$ cat config.mk
export PLATFORM = sky130hd
export DESIGN_NAME = uart_tx_param
export DESIGN_NICKNAME = d
export VERILOG_FILES = /design/src/rtl/uart_tx_param.sv
export SDC_FILE = /design/constraint.sdc
export NUM_CORES = 1
export LEC_CHECK = 0
export ABC_AREA = 1
export BUFFER_PORTS_ARGS = -buffer_cell sky130_fd_sc_hd__buf_2
export CAP_MARGIN = 20
export CELL_PAD_IN_SITES_DETAIL_PLACEMENT = 0
export CELL_PAD_IN_SITES_GLOBAL_PLACEMENT = 1
export CORE_AREA = 3 3 92 94
export DETAILED_ROUTE_END_ITERATION = 8
export DIE_AREA = 0 0 95 97
export PLACE_DENSITY_LB_ADDON = 0.25
export SYNTH_ARGS = -nofsm -noshare
export SYNTH_HDL_FRONTEND = slang
export SYNTH_SLANG_ARGS = --single-unit
export TNS_END_PERCENT = 1
$ cat constraint.sdc
create_clock -name Clock -period 2.8 [get_ports Clock]
set_input_delay 0.56 -clock Clock [delete_from_list [all_inputs] [get_ports Clock]]
set_output_delay 0.56 -clock Clock [all_outputs]
set_load 0.01 [all_outputs]
$ cat src/rtl/uart_tx_param.sv
// Parametrised UART transmitter (5..9 data bits, none/odd/even parity, 1-2 stops) fed by a small FIFO.
// A word pushed into an empty FIFO starts its frame one edge later; ready drops only when the FIFO is full.

module uart_tx_fifo #(
    parameter int Width = 8,
    parameter int Depth = 4
) (
    input  logic                     clk,
    input  logic                     rst,
    input  logic [Width-1:0]         wr_dat,
    input  logic                     wr_vld,
    output logic                     wr_rdy,
    input  logic                     rd_en,
    output logic [Width-1:0]         rd_dat,
    output logic [$clog2(Depth):0]   count
);
    localparam int AW = $clog2(Depth);

    logic [Width-1:0] mem [Depth];
    logic [AW-1:0]    wptr;
    logic [AW-1:0]    rptr;
    logic             push;
    logic             pop;

    // Ready is a function of the registered count only.
    assign wr_rdy = count < (AW+1)'(Depth);
    assign push   = wr_vld && wr_rdy;
    assign pop    = rd_en && (count != '0);
    assign rd_dat = mem[rptr];

    always_ff @(posedge clk) begin
        if (push) begin
            mem[wptr] <= wr_dat;
        end
    end

    always_ff @(posedge clk) begin
        if (rst) begin
            wptr  <= '0;
            rptr  <= '0;
            count <= '0;
        end else begin
            if (push) begin
                wptr <= wptr + 1'b1;
            end
            if (pop) begin
                rptr <= rptr + 1'b1;
            end
            if (push && !pop) begin
                count <= count + 1'b1;
            end else if (pop && !push) begin
                count <= count - 1'b1;
            end
        end
    end
endmodule

module uart_tx_param #(
    parameter int ClockFreq  = 50_000_000,
    parameter int BaudRate   = 115_200,
    parameter int DataWidth  = 8,
    parameter int ParityMode = 0,
    parameter int StopBits   = 1,
    parameter int FifoDepth  = 4
) (
    input  logic                        Clock,
    input  logic                        Reset,
    input  logic [DataWidth-1:0]        DataIn,
    input  logic                        DataInValid,
    output logic                        DataInReady,
    output logic                        SOut,
    output logic                        Busy,
    output logic [$clog2(FifoDepth):0]  FifoCount
);
    localparam int SymbolEdgeTime = ClockFreq / BaudRate;
    localparam int CntW = (SymbolEdgeTime > 1) ? $clog2(SymbolEdgeTime) : 1;
    localparam int BitW = $clog2(DataWidth);

    if (DataWidth < 5 || DataWidth > 9) begin : g_bad_width
        $error("uart_tx_param: DataWidth must be in 5..9");
    end
    if (ParityMode < 0 || ParityMode > 2) begin : g_bad_parity
        $error("uart_tx_param: ParityMode must be 0, 1 or 2");
    end
    if (StopBits != 1 && StopBits != 2) begin : g_bad_stop
        $error("uart_tx_param: StopBits must be 1 or 2");
    end
    if (FifoDepth < 2 || (FifoDepth & (FifoDepth - 1)) != 0) begin : g_bad_depth
        $error("uart_tx_param: FifoDepth must be a power of 2, at least 2");
    end
    if (SymbolEdgeTime < 1) begin : g_bad_baud
        $error("uart_tx_param: BaudRate must not exceed ClockFreq");
    end

    typedef enum logic [2:0] {IDLE, START, DATA, PARITY, STOP} state_t;

    state_t                 state;
    logic [CntW-1:0]        baud_cnt;
    logic [BitW-1:0]        bit_idx;
    logic                   stop_idx;
    logic [DataWidth-1:0]   shift;
    logic                   par_bit;
    logic [DataWidth-1:0]   fifo_dat;
    logic                   tick;
    logic                   last_stop;
    logic                   pop;

    assign tick      = baud_cnt == CntW'(SymbolEdgeTime - 1);
    assign last_stop = (state == STOP) && tick && (stop_idx == 1'(StopBits - 1));
    // Popping on the final stop edge gives back-to-back frames with no idle cycle.
    assign pop       = ((state == IDLE) || last_stop) && (FifoCount != '0);

    uart_tx_fifo #(
        .Width (DataWidth),
        .Depth (FifoDepth)
    ) u_fifo (
        .clk    (Clock),
        .rst    (Reset),
        .wr_dat (DataIn),
        .wr_vld (DataInValid),
        .wr_rdy (DataInReady),
        .rd_en  (pop),
        .rd_dat (fifo_dat),
        .count  (FifoCount)
    );

    always_ff @(posedge Clock) begin
        if (Reset) begin
            state    <= IDLE;
            baud_cnt <= '0;
            bit_idx  <= '0;
            stop_idx <= 1'b0;
            shift    <= '0;
            par_bit  <= 1'b0;
            SOut     <= 1'b1;
            Busy     <= 1'b0;
        end else if (pop) begin
            state    <= START;
            baud_cnt <= '0;
            bit_idx  <= '0;
            stop_idx <= 1'b0;
            shift    <= fifo_dat;
            par_bit  <= (^fifo_dat) ^ (ParityMode == 1);
            SOut     <= 1'b0;
            Busy     <= 1'b1;
        end else if (state == IDLE) begin
            baud_cnt <= '0;
            SOut     <= 1'b1;
            Busy     <= 1'b0;
        end else begin
            baud_cnt <= tick ? '0 : baud_cnt + 1'b1;
            if (tick) begin
                case (state)
                    START: begin
                        state   <= DATA;
                        bit_idx <= '0;
                        SOut    <= shift[0];
                    end
                    DATA: begin
                        if (bit_idx == BitW'(DataWidth - 1)) begin
                            if (ParityMode != 0) begin
                                state <= PARITY;
                                SOut  <= par_bit;
                            end else begin
                                state    <= STOP;
                                stop_idx <= 1'b0;
                                SOut     <= 1'b1;
                            end
                        end else begin
                            bit_idx <= bit_idx + 1'b1;
                            shift   <= shift >> 1;
                            SOut    <= shift[1];
                        end
                    end
                    PARITY: begin
                        state    <= STOP;
                        stop_idx <= 1'b0;
                        SOut     <= 1'b1;
                    end
                    STOP: begin
                        if (last_stop) begin
                            state <= IDLE;
                            Busy  <= 1'b0;
                            SOut  <= 1'b1;
                        end else begin
                            stop_idx <= 1'b1;
                        end
                    end
                    default: begin
                        state <= IDLE;
                        SOut  <= 1'b1;
                        Busy  <= 1'b0;
                    end
                endcase
            end
        end
    end
endmodule
==> metrics.cfg, run 1 <==
[route]
drcViolationCount = 0
drtAntennaViolNets = 0
vias = 2114
drtPass1Iterations = 4
avgRoutedWirePerCell_um = 11.5
drt_wl_total_um = 5380
dr.first_iter.drc_count = 93
vias_per_cell = 4.53

[sta]
skew_ps = 14.0
setup_violations = 0
holdWs_ps = 421
hold_viol = 0
tightest_slew_ps = 738
maxSlewHeadroom = 0.506
fmax_mhz = 430
tns_ps = 0
report.final.slew_viol_count = 0
layout_min_cycle_time_ps = 2330
grt_setup_unrepaired = no
period_share = 0.830

[worst_setup_path]
arrival_ps = 2550
rr_endpoint = u_fifo.count[1]$_SDFFE_PP0P_
required_ps = 3020
r2r_setup_slack_ps = 470
reg2reg_depth = 13
path_max_fanout = 22
startpoint_type = flip-flop
path_class = flip-flop to flip-flop
r2r-start = baud_cnt[0]$_SDFF_PP0_
end_kind = flip-flop

[finish]
regArea_um2 = 1660
antenna_cells = 0
stdcell_area_um2 = 3450
drive_gt1_frac = 0.164
area_growth_pct = 12.4
multi_input_area_um2 = 1220
n_fill_cell = 757
nets = 381
fin_cells = 467

[global_route]
grt_first_pass_wirelength_um = 9790
grt_pass1_vias = 2100
grt_usage = 0.137
antenna_found_initial = 0
grt_max_degree = 23
gr-total-overflow = 0

[clock_network]
cts_resized = 0
numCtsBuffers = 9
clock_path_buffers = 2
clk_pin_slew_ps = 80
cts_setup_buffers = 0
insertion_delay_ps = 340
hold_buffers = 0
cts.sink_count = 67
root_buffer = clkbuf_8
htree_levels = 3
cts_tree = built

[power_and_ir_drop]
pwr_density_cell_nw_per_um2 = 889
vdd_drop_max_mv = 0.427
p_leak_nw = 1.44
p_total_w = 0.00307

[yosys]
postSynth.asyncResetShare = 0
avgSynthCellArea_um2 = 9.05
synth_top_area_frac = 0.313
yosysSeqAreaShare = 0.542
synthesis.nets = 360
yosys-top-cells-area = edfxtp_1 31%, dfxtp_1 23%, nand2_1 9.3%, nand3_1 5.7%, nor2_1 4.7%
synth_edf_count = 32
syn_area_um2 = 3070
ys.flop_type = dfxtp_1
synth_top_area_cell = edfxtp_1
synthDistinctLibCells = 32
ys_warn_count = 0
ys_ff_latch = 67
synthCells = 339

[die]
die_w_um = 95
initial_core_util = 0.397
core-area_um2 = 7730
num_rows = 32
ios = 17
fp.dieArea_um2 = 9220
die_y_um = 97

[placed_design]
numPortBuffers = 16
place_congestion = 0.736
dp_hpwl_um = 3830
placed_cell_area_um2 = 3240
placed_cells = 451

[hold_path]
hp-class = input pin to flip-flop
whs_path_depth = 1
min_to = u_fifo.mem[1][2]$_DFFE_PP_
min_from = DataIn[2]

[outcome]
status = complete, no violations

[job]
maxCapViolations = 0

==> worst max-delay path, stage by stage, from the launching register on <==
cell,delay [ps]
dfxtp_1,370
ha_1,190
nand2_1,60
inv_1,60
nand2_2,80
nor2_8,160
nand2_4,80
nand2_4,110
nand2_4,160
ha_1,240
inv_1,90
fa_1,400
o21ai_0,150
a21oi_1,50
==> metal layers <==
layer | vias up | track usage | part of all wire
li1 | 1159 | - | -
met1 | 929 | 0.165 | 0.46
met2 | 22 | 0.227 | 0.50
met3 | 4 | 0.0521 | 0.029
met4 | 0 | 0.0366 | 0.011
met5 | - | 0 | 0
==> report_power, final <==
group          leakage, nW  switching [W]  internal, W  total, W
combinational        0.762       0.000629     0.000328  0.000957
clock               0.0962       0.000362     0.000440  0.000802
sequential           0.579      0.0000994      0.00121   0.00131
==> per-stage QoR <==
stage | setup slack (ps) | util
2_1_floorplan | 597 | -
3_3_place_gp | 532 | 0.420
3_5_place_dp | 468 | 0.420
4_1_cts | 459 | 0.446
5_1_grt | 230 | 0.446
6_report | 475 | 0.446
==> registers in the layout (all words and copies together) (netlist names), named ones only <==
register      count
u_fifo.mem       32
baud_cnt          9
shift             8
bit_idx           3
state             3
u_fifo.count      3
u_fifo.rptr       2
u_fifo.wptr       2
Busy              1
SOut              1
stop_idx          1
==> placed cells by master (no fill, tap or decap), types with 2 or more instances in the layout <==
master	instances
inv_1	32
xor2_1	6
nand3_1	35
clkbuf_8	10
nor3_1	4
clkinvlp_4	2
buf_2	16
o22ai_1	2
buf_4	3
nor2_1	38
a21oi_1	12
nand2_2	4
a21oi_2	6
dfxtp_1	35
nand4_1	7
edfxtp_1	32
o21ai_0	11
nor2_2	3
nand2_1	76
nand3_2	2
ha_1	9
nor2_4	2
inv_2	3
nand2_4	4
==> kinds of logic (layout without fill, tap and decap cells) <==
family | Yosys count | in the layout | synth area share
flip-flops | 67 | 67 | 0.542
adder cells (fa/ha/maj) | 10 | 10 | 0.0432
AND/OR/NAND/NOR | 178 | 178 | 0.271
buffers and inverters | 44 | 70 | 0.0600
XOR/XNOR | 6 | 6 | 0.0171
AO/OA/AOI/OAI | 34 | 34 | 0.0665
==> Yosys cell counts (all sizes together), types with 2 or more instances <==
| cell type | instances |
|---|---|
| a21oi | 18 |
| buf | 7 |
| clkbuf | 2 |
| dfxtp | 35 |
| edfxtp | 32 |
| ha | 9 |
| inv | 35 |
| nand2 | 84 |
| nand3 | 37 |
| nand4 | 7 |
| nor2 | 44 |
| nor3 | 4 |
| o21ai | 12 |
| o22ai | 2 |
| xor2 | 6 |
==> layout make-up <==
| type | count | share of cell area |
|---|---|---|
| tap | 102 | 0.0370 |
| multi-input combinational | 228 | 0.354 |
| timing repair buffer | 19 | 0.0298 |
| clock inverter | 5 | 0.0181 |
| inverter | 35 | 0.0381 |
| sequential | 67 | 0.482 |
| clock buffer | 11 | 0.0410 |
==> worst max path at each step <==
stage,startpoint,to,slack [ps],depth (start not counted)
after floorplan,baud_cnt[0]$_SDFF_PP0_,u_fifo.count[1]$_SDFFE_PP0P_,600,14
after global placement,baud_cnt[0]$_SDFF_PP0_,u_fifo.count[1]$_SDFFE_PP0P_,530,13
after detailed placement,baud_cnt[1]$_SDFF_PP0_,u_fifo.count[2]$_SDFFE_PP0P_,470,17
after CTS,baud_cnt[1]$_SDFF_PP0_,u_fifo.count[2]$_SDFFE_PP0P_,460,17
after global routing,baud_cnt[0]$_SDFF_PP0_,u_fifo.count[1]$_SDFFE_PP0P_,230,13
final,baud_cnt[0]$_SDFF_PP0_,u_fifo.count[1]$_SDFFE_PP0P_,470,13
(Power assumes the default switching activity.)
==> inputs of run 2 (changes only) <==
==> constraint.sdc (replaced) <==
create_clock -name Clock -period 2.3 [get_ports Clock]
set_input_delay 0.46 -clock Clock [delete_from_list [all_inputs] [get_ports Clock]]
set_output_delay 0.46 -clock Clock [all_outputs]
set_load 0.01 [all_outputs]
==> metrics.cfg, run 2 (same netlist as run 1, synthesis figures left out) <==
[outcome]
status = complete, no violations

[sta]
maxSlewHeadroom = 0.697  ; +0.191
layout_min_cycle_time_ps = 2090  ; -234 ps
fmax_mhz = 478  ; +11%
grt_setup_unrepaired = no
fin_ws_ps = 209  ; -266 ps
report.final.slew_viol_count = 0  ; unchanged
setup_violations = 0  ; unchanged
skew_ps = 11.7  ; -2.30 ps
period_share = 0.909  ; +0.0788
tns_ps = 0  ; unchanged
tightest_slew_ps = 454  ; -284 ps
hold_viol = 0  ; unchanged

[global_route]
gr-total-overflow = 0  ; unchanged
antenna_found_initial = 0  ; unchanged
grtUsageMet1 = 0.171  ; +0.00629
grt_first_pass_wirelength_um = 10300  ; +5.3%
grt_max_degree = 22  ; -4.3%
grt.busiest_layer = met2
grt_pass1_vias = 2158  ; +2.8%
grt_usage = 0.145  ; +0.00819
use_met2 = 0.239  ; +0.0114
use_met3 = 0.0490  ; -0.00311

[worst_setup_path]
cp_num_buf_inv = 2  ; unchanged
cp_common_cell = nand2_4
startpoint_type = flip-flop
path_class = flip-flop to flip-flop
path_max_fanout = 8  ; -64%
critPathSlowestCell = fa_1
path_cells = ha_1 > nand2_1 > inv_1 > nand2_2 > nor2_8 > nand2_4 > nand2_4 > nand2_4 > ha_1 > inv_1 > fa_1 > o21ai_0 > a21oi_1
required_ps = 2540  ; -480 ps
critPathMaxStageDelay_ps = 410  ; about the same
arrival_ps = 2330  ; -220 ps
cp_top_family = adder cells
end_kind = flip-flop

[clock_network]
clock_path_buffers = 2  ; unchanged
clk_pin_slew_ps = 80  ; about the same
cts_tree = built
numCtsBuffers = 9  ; unchanged
htree_levels = 3  ; unchanged
hold_buffers = 0  ; unchanged
cts.sink_count = 67  ; unchanged
insertion_delay_ps = 350  ; about the same
root_buffer = clkbuf_8

[route]
vias_per_cell = 4.69  ; +3.6%
drcViolationCount = 0  ; unchanged
drtAntennaViolNets = 0  ; unchanged
drtPass1Iterations = 4  ; unchanged
vias = 2213  ; +4.7%
avgRoutedWirePerCell_um = 12.2  ; +6.1%
dr.first_iter.drc_count = 139  ; +49%
drt_wl_total_um = 5770  ; +7.3%

[finish]
mostFrequentLayoutCells = 76 x nand2_1, 38 x nor2_1, 35 x nand3_1
reg.largest.list = u_fifo.mem: 32 flops, baud_cnt: 9 flops, shift: 8 flops
nets = 386  ; +1.3%
mostFrequentLayoutCell = nand2_1
stdcell_area_um2 = 3480  ; +0.98%
antenna_cells = 0  ; unchanged
drive_gt1_frac = 0.178  ; +0.0140
final_util = 0.451  ; +0.00437
largest_reg_flops = 32  ; unchanged
regMostFlops = u_fifo.mem
area_growth_pct = 13.5

[die]
die_w_um = 95  ; unchanged
ios = 17  ; unchanged
core-area_um2 = 7730  ; unchanged
initial_core_util = 0.397  ; unchanged
die_y_um = 97  ; unchanged
num_rows = 32  ; unchanged
fp.dieArea_um2 = 9220  ; unchanged

[power_and_ir_drop]
switching_share = 0.365  ; +0.00950
p_comb_frac = 0.323  ; +0.011
p_leak_nw = 1.46  ; +1.7%
vdd_drop_max_mv = 0.496  ; +16%
power_frac_clock = 0.258  ; -0.004
p_seq_frac = 0.419  ; -0.007
p_sw_w = 0.00139  ; +27%
p_int_w = 0.00241  ; +22%
pwr_density_cell_nw_per_um2 = 1090  ; +23%

[placed_design]
placed_cell_area_um2 = 3280  ; +1.2%
place_congestion = 0.762  ; +3.6%
dp_hpwl_um = 3980  ; +3.8%
numPortBuffers = 16  ; unchanged
pre_cts_slack_ps = 197  ; -272 ps

[hold_path]
hp-class = input pin to flip-flop

[job]
maxCapViolations = 0  ; unchanged

## run 2: path summary, 6_finish.rpt
kind,cells past startpoint,slack [ps],startpoint,endpoint
max,13,210,baud_cnt[0]$_SDFF_PP0_,u_fifo.count[1]$_SDFFE_PP0P_
min,1,320,DataIn[2],u_fifo.mem[3][2]$_DFFE_PP_
max reg2reg,13,210,baud_cnt[0]$_SDFF_PP0_,u_fifo.count[1]$_SDFFE_PP0P_
min reg2reg,2,460,Busy$_SDFFE_PP0P_,Busy$_SDFFE_PP0P_
## run 2: layout make-up
| type | instances | area, um^2 |
|---|---|---|
| fill | 780 | 4250 |
| sequential | 67 | 1660 |
| multi-input combinational | 228 | 1220 |
| timing repair buffer | 24 | 140 |
| inverter | 35 | 131 |
| clock buffer | 10 | 128 |
| tap | 102 | 128 |
| clock inverter | 6 | 71.3 |
## run 2: power groups by stage
stage | Clock [W] | Sequential, W | Combinational, W
after floorplan | 0 | 0.00160 | 0.000953
after global placement | 0 | 0.00162 | 0.00124
after detailed placement | 0 | 0.00162 | 0.00124
after CTS | 0.00102 | 0.00159 | 0.00124
after global routing | 0.00108 | 0.00162 | 0.00143
final | 0.000981 | 0.00159 | 0.00123
## run 2: stage by stage
step | cells | hold slack [ps] | total power (W)
after floorplan | 339 | 417 | 0.00255
after global placement | 456 | 440 | 0.00285
after detailed placement | 456 | 447 | 0.00286
after CTS | 472 | 292 | 0.00386
after global routing | 472 | 300 | 0.00413
final | 472 | 315 | 0.00380
## run 2: timing repair
| action | in CTS | in global routing |
|---|---|---|
| endpoints found under the hold margin | 0 | 0 |
| setup buffers | 0 | 0 |
| gates resized for setup | 0 | 1 |
| setup endpoints to repair | 0 | 1 |
## run 2: worst register-to-register path, cell delays in order, from the launching register on
cell	delay (ps)
dfxtp_1	380
ha_1	180
nand2_1	60
inv_1	70
nand2_2	80
nor2_8	100
nand2_4	60
nand2_4	110
nand2_4	60
ha_1	190
inv_1	100
fa_1	410
o21ai_0	150
a21oi_1	50
## run 2: routing by layer
| layer | vias up | share of wire | wire length (um) |
|---|---|---|---|
| li1 | 1167 | - | - |
| met1 | 1021 | 0.46 | 2640 |
| met2 | 16 | 0.50 | 2870 |
| met3 | 9 | 0.028 | 161 |
| met4 | 0 | 0.016 | 94 |
| met5 | - | 0 | 0 |
==> inputs of run 3 (changes only) <==
--- a/config.mk
+++ b/config.mk
@@ -10,9 +10,9 @@
 export CAP_MARGIN = 20
 export CELL_PAD_IN_SITES_DETAIL_PLACEMENT = 0
 export CELL_PAD_IN_SITES_GLOBAL_PLACEMENT = 1
-export CORE_AREA = 3 3 92 94
+export CORE_AREA = 3 3 87 89
 export DETAILED_ROUTE_END_ITERATION = 8
-export DIE_AREA = 0 0 95 97
+export DIE_AREA = 0 0 90 92
 export PLACE_DENSITY_LB_ADDON = 0.25
 export SYNTH_ARGS = -nofsm -noshare
 export SYNTH_HDL_FRONTEND = slang
==> metrics.cfg, run 3 (same netlist as run 1, synthesis figures left out) <==
[outcome]
status = complete, no violations

[die]
initial_core_util = 0.449  ; +0.0520
num_rows = 30  ; -6.3%
core-area_um2 = 6830  ; -12%
die_y_um = 92  ; -5.2%
fp.dieArea_um2 = 8280  ; -10%
die_w_um = 90  ; -5.3%
ios = 17  ; unchanged

[worst_setup_path]
path_max_fanout = 8  ; unchanged
cp_num_buf_inv = 3  ; +1
crit_cells = 17  ; +4
startpoint_type = flip-flop
reg2reg_depth = 17  ; +4
path_cells = inv_1 > ha_1 > nand2_1 > inv_1 > nand2_2 > nor2_8 > nand2_4 > nand2_4 > nand2_4 > ha_1 > inv_1 > fa_1 > nor2_1 > nor2_1 > nand2_1 > o21ai_0 > a21oi_1
cp_top_family = adder cells
arrival_ps = 2370  ; +40 ps
required_ps = 2570  ; +30 ps
critPathSlowestCell = fa_1
critPathMaxStageDelay_ps = 380  ; -30 ps
path_class = flip-flop to flip-flop
end_kind = flip-flop

[global_route]
grt_first_pass_wirelength_um = 9790  ; -5.0%
antenna_found_initial = 0  ; unchanged
grt_max_degree = 22  ; unchanged
grt_usage = 0.150  ; +0.00440
grt_pass1_vias = 2160  ; +0.093%
gr-total-overflow = 0  ; unchanged

[sta]
period_share = 0.910  ; +0.000980
layout_min_cycle_time_ps = 2090  ; +2.25 ps
setup_violations = 0  ; unchanged
fmax_mhz = 478  ; -0.11%
report.final.slew_viol_count = 0  ; unchanged
grt_setup_unrepaired = no
tightest_slew_ps = 472  ; +18.8 ps
hold_viol = 0  ; unchanged
maxSlewHeadroom = 0.685  ; -0.0125
tns_ps = 0  ; unchanged
skew_ps = 6.69  ; -5.01 ps

[clock_network]
hold_buffers = 0  ; unchanged
cts_setup_buffers = 0  ; unchanged
numCtsBuffers = 9  ; unchanged
cts_resized = 0  ; unchanged
insertion_delay_ps = 340  ; about the same
root_buffer = clkbuf_8
htree_levels = 3  ; unchanged
clock_path_buffers = 2  ; unchanged
clk_pin_slew_ps = 70  ; about the same
cts.sink_count = 67  ; unchanged
cts_tree = built

[route]
drtAntennaViolNets = 0  ; unchanged
avgRoutedWirePerCell_um = 12.0  ; -1.8%
drtPass1Iterations = 4  ; unchanged
dr.first_iter.drc_count = 106  ; -24%
routed.top_layer = met4
wl_met3_um = 206  ; +28%
drt-met1-wl_um = 2530  ; -4.1%
vias = 2197  ; -0.72%
wl_met2_um = 2720  ; -5.1%
drt_wl_total_um = 5590  ; -3.0%
vias_per_cell = 4.71  ; +0.56%
drcViolationCount = 0  ; unchanged

[finish]
regMostFlops = u_fifo.mem
drive_gt1_frac = 0.184  ; +0.00541
stdcell_area_um2 = 3450  ; -0.83%
largest_reg_flops = 32  ; unchanged
mostFrequentLayoutCells = 76 x nand2_1, 38 x nor2_1, 35 x nand3_1
area_growth_pct = 12.6
nets = 386  ; unchanged
reg.largest.list = u_fifo.mem: 32 flops, baud_cnt: 9 flops, shift: 8 flops
mostFrequentLayoutCell = nand2_1
antenna_cells = 0  ; unchanged

[power_and_ir_drop]
switching_share = 0.374  ; +0.00854
p_int_w = 0.00230  ; -4.6%
p_leak_nw = 1.46  ; -0.24%
p_seq_frac = 0.434  ; +0.015
pwr_density_cell_nw_per_um2 = 1060  ; -2.5%
p_sw_w = 0.00137  ; -1.1%
power_frac_clock = 0.233  ; -0.025
p_comb_frac = 0.333  ; +0.010
vdd_drop_max_mv = 0.471  ; -5.1%

[placed_design]
dp_hpwl_um = 3910  ; -1.6%
placed_cell_area_um2 = 3270  ; -0.23%
numPortBuffers = 16  ; unchanged
place_congestion = 0.767  ; +0.59%

[hold_path]
hp-class = input pin to flip-flop
whs_path_depth = 1  ; unchanged

[job]
maxCapViolations = 0  ; unchanged

[run 3: cell type report]
class | count | area, um^2
multi-input cells | 228 | 1220
well taps | 96 | 120
fillers | 673 | 3380
repair buffers | 24 | 140
clock buffers | 9 | 124
inverters | 35 | 131
clock inverters | 7 | 52.6
flip-flops and latches | 67 | 1660
[run 3: per-stage QoR]
step	util	cells	hold slack (ps)	worst slack, ps	total power, W
after CTS	0.505	466	309	175	0.00373
after floorplan	-	339	417	97.3	0.00255
after detailed placement	0.479	450	439	178	0.00286
final	0.505	466	330	207	0.00367
after global placement	0.479	450	438	241	0.00284
after global routing	0.505	466	312	6.50	0.00400
[run 3: worst register-to-register path, stage by stage (launching register included)]
cell and delay [ps]:
dfxtp_2 340, inv_1 40, ha_1 180, nand2_1 60, inv_1 40, nand2_2 100, nor2_8 40, nand2_4 60
nand2_4 80, nand2_4 70, ha_1 140, inv_1 60, fa_1 380, nor2_1 110, nor2_1 40, nand2_1 70
o21ai_0 70, a21oi_1 130
[run 3: per-layer routing]
metal  GRT usage  up-vias
li1            -     1169
met1       0.174      992
met2       0.250       22
met3      0.0533       14
met4      0.0625        0
met5           0        -
[run 3: worst paths after layout]
path,start,to,slack [ps]
max,baud_cnt[1]$_SDFF_PP0_,u_fifo.count[2]$_SDFFE_PP0P_,210
min,DataIn[5],u_fifo.mem[1][5]$_DFFE_PP_,330
max reg2reg,baud_cnt[1]$_SDFF_PP0_,u_fifo.count[2]$_SDFFE_PP0P_,210
min reg2reg,baud_cnt[0]$_SDFF_PP0_,baud_cnt[0]$_SDFF_PP0_,440
[run 3: power by group through the flow]
stage	registers [W]	logic, W	clock network, W
finish	0.00159	0.00122	0.000857
global route	0.00162	0.00144	0.000951
CTS	0.00160	0.00124	0.000899
detailed placement	0.00162	0.00123	0
floorplan	0.00160	0.000953	0
global placement	0.00162	0.00122	0
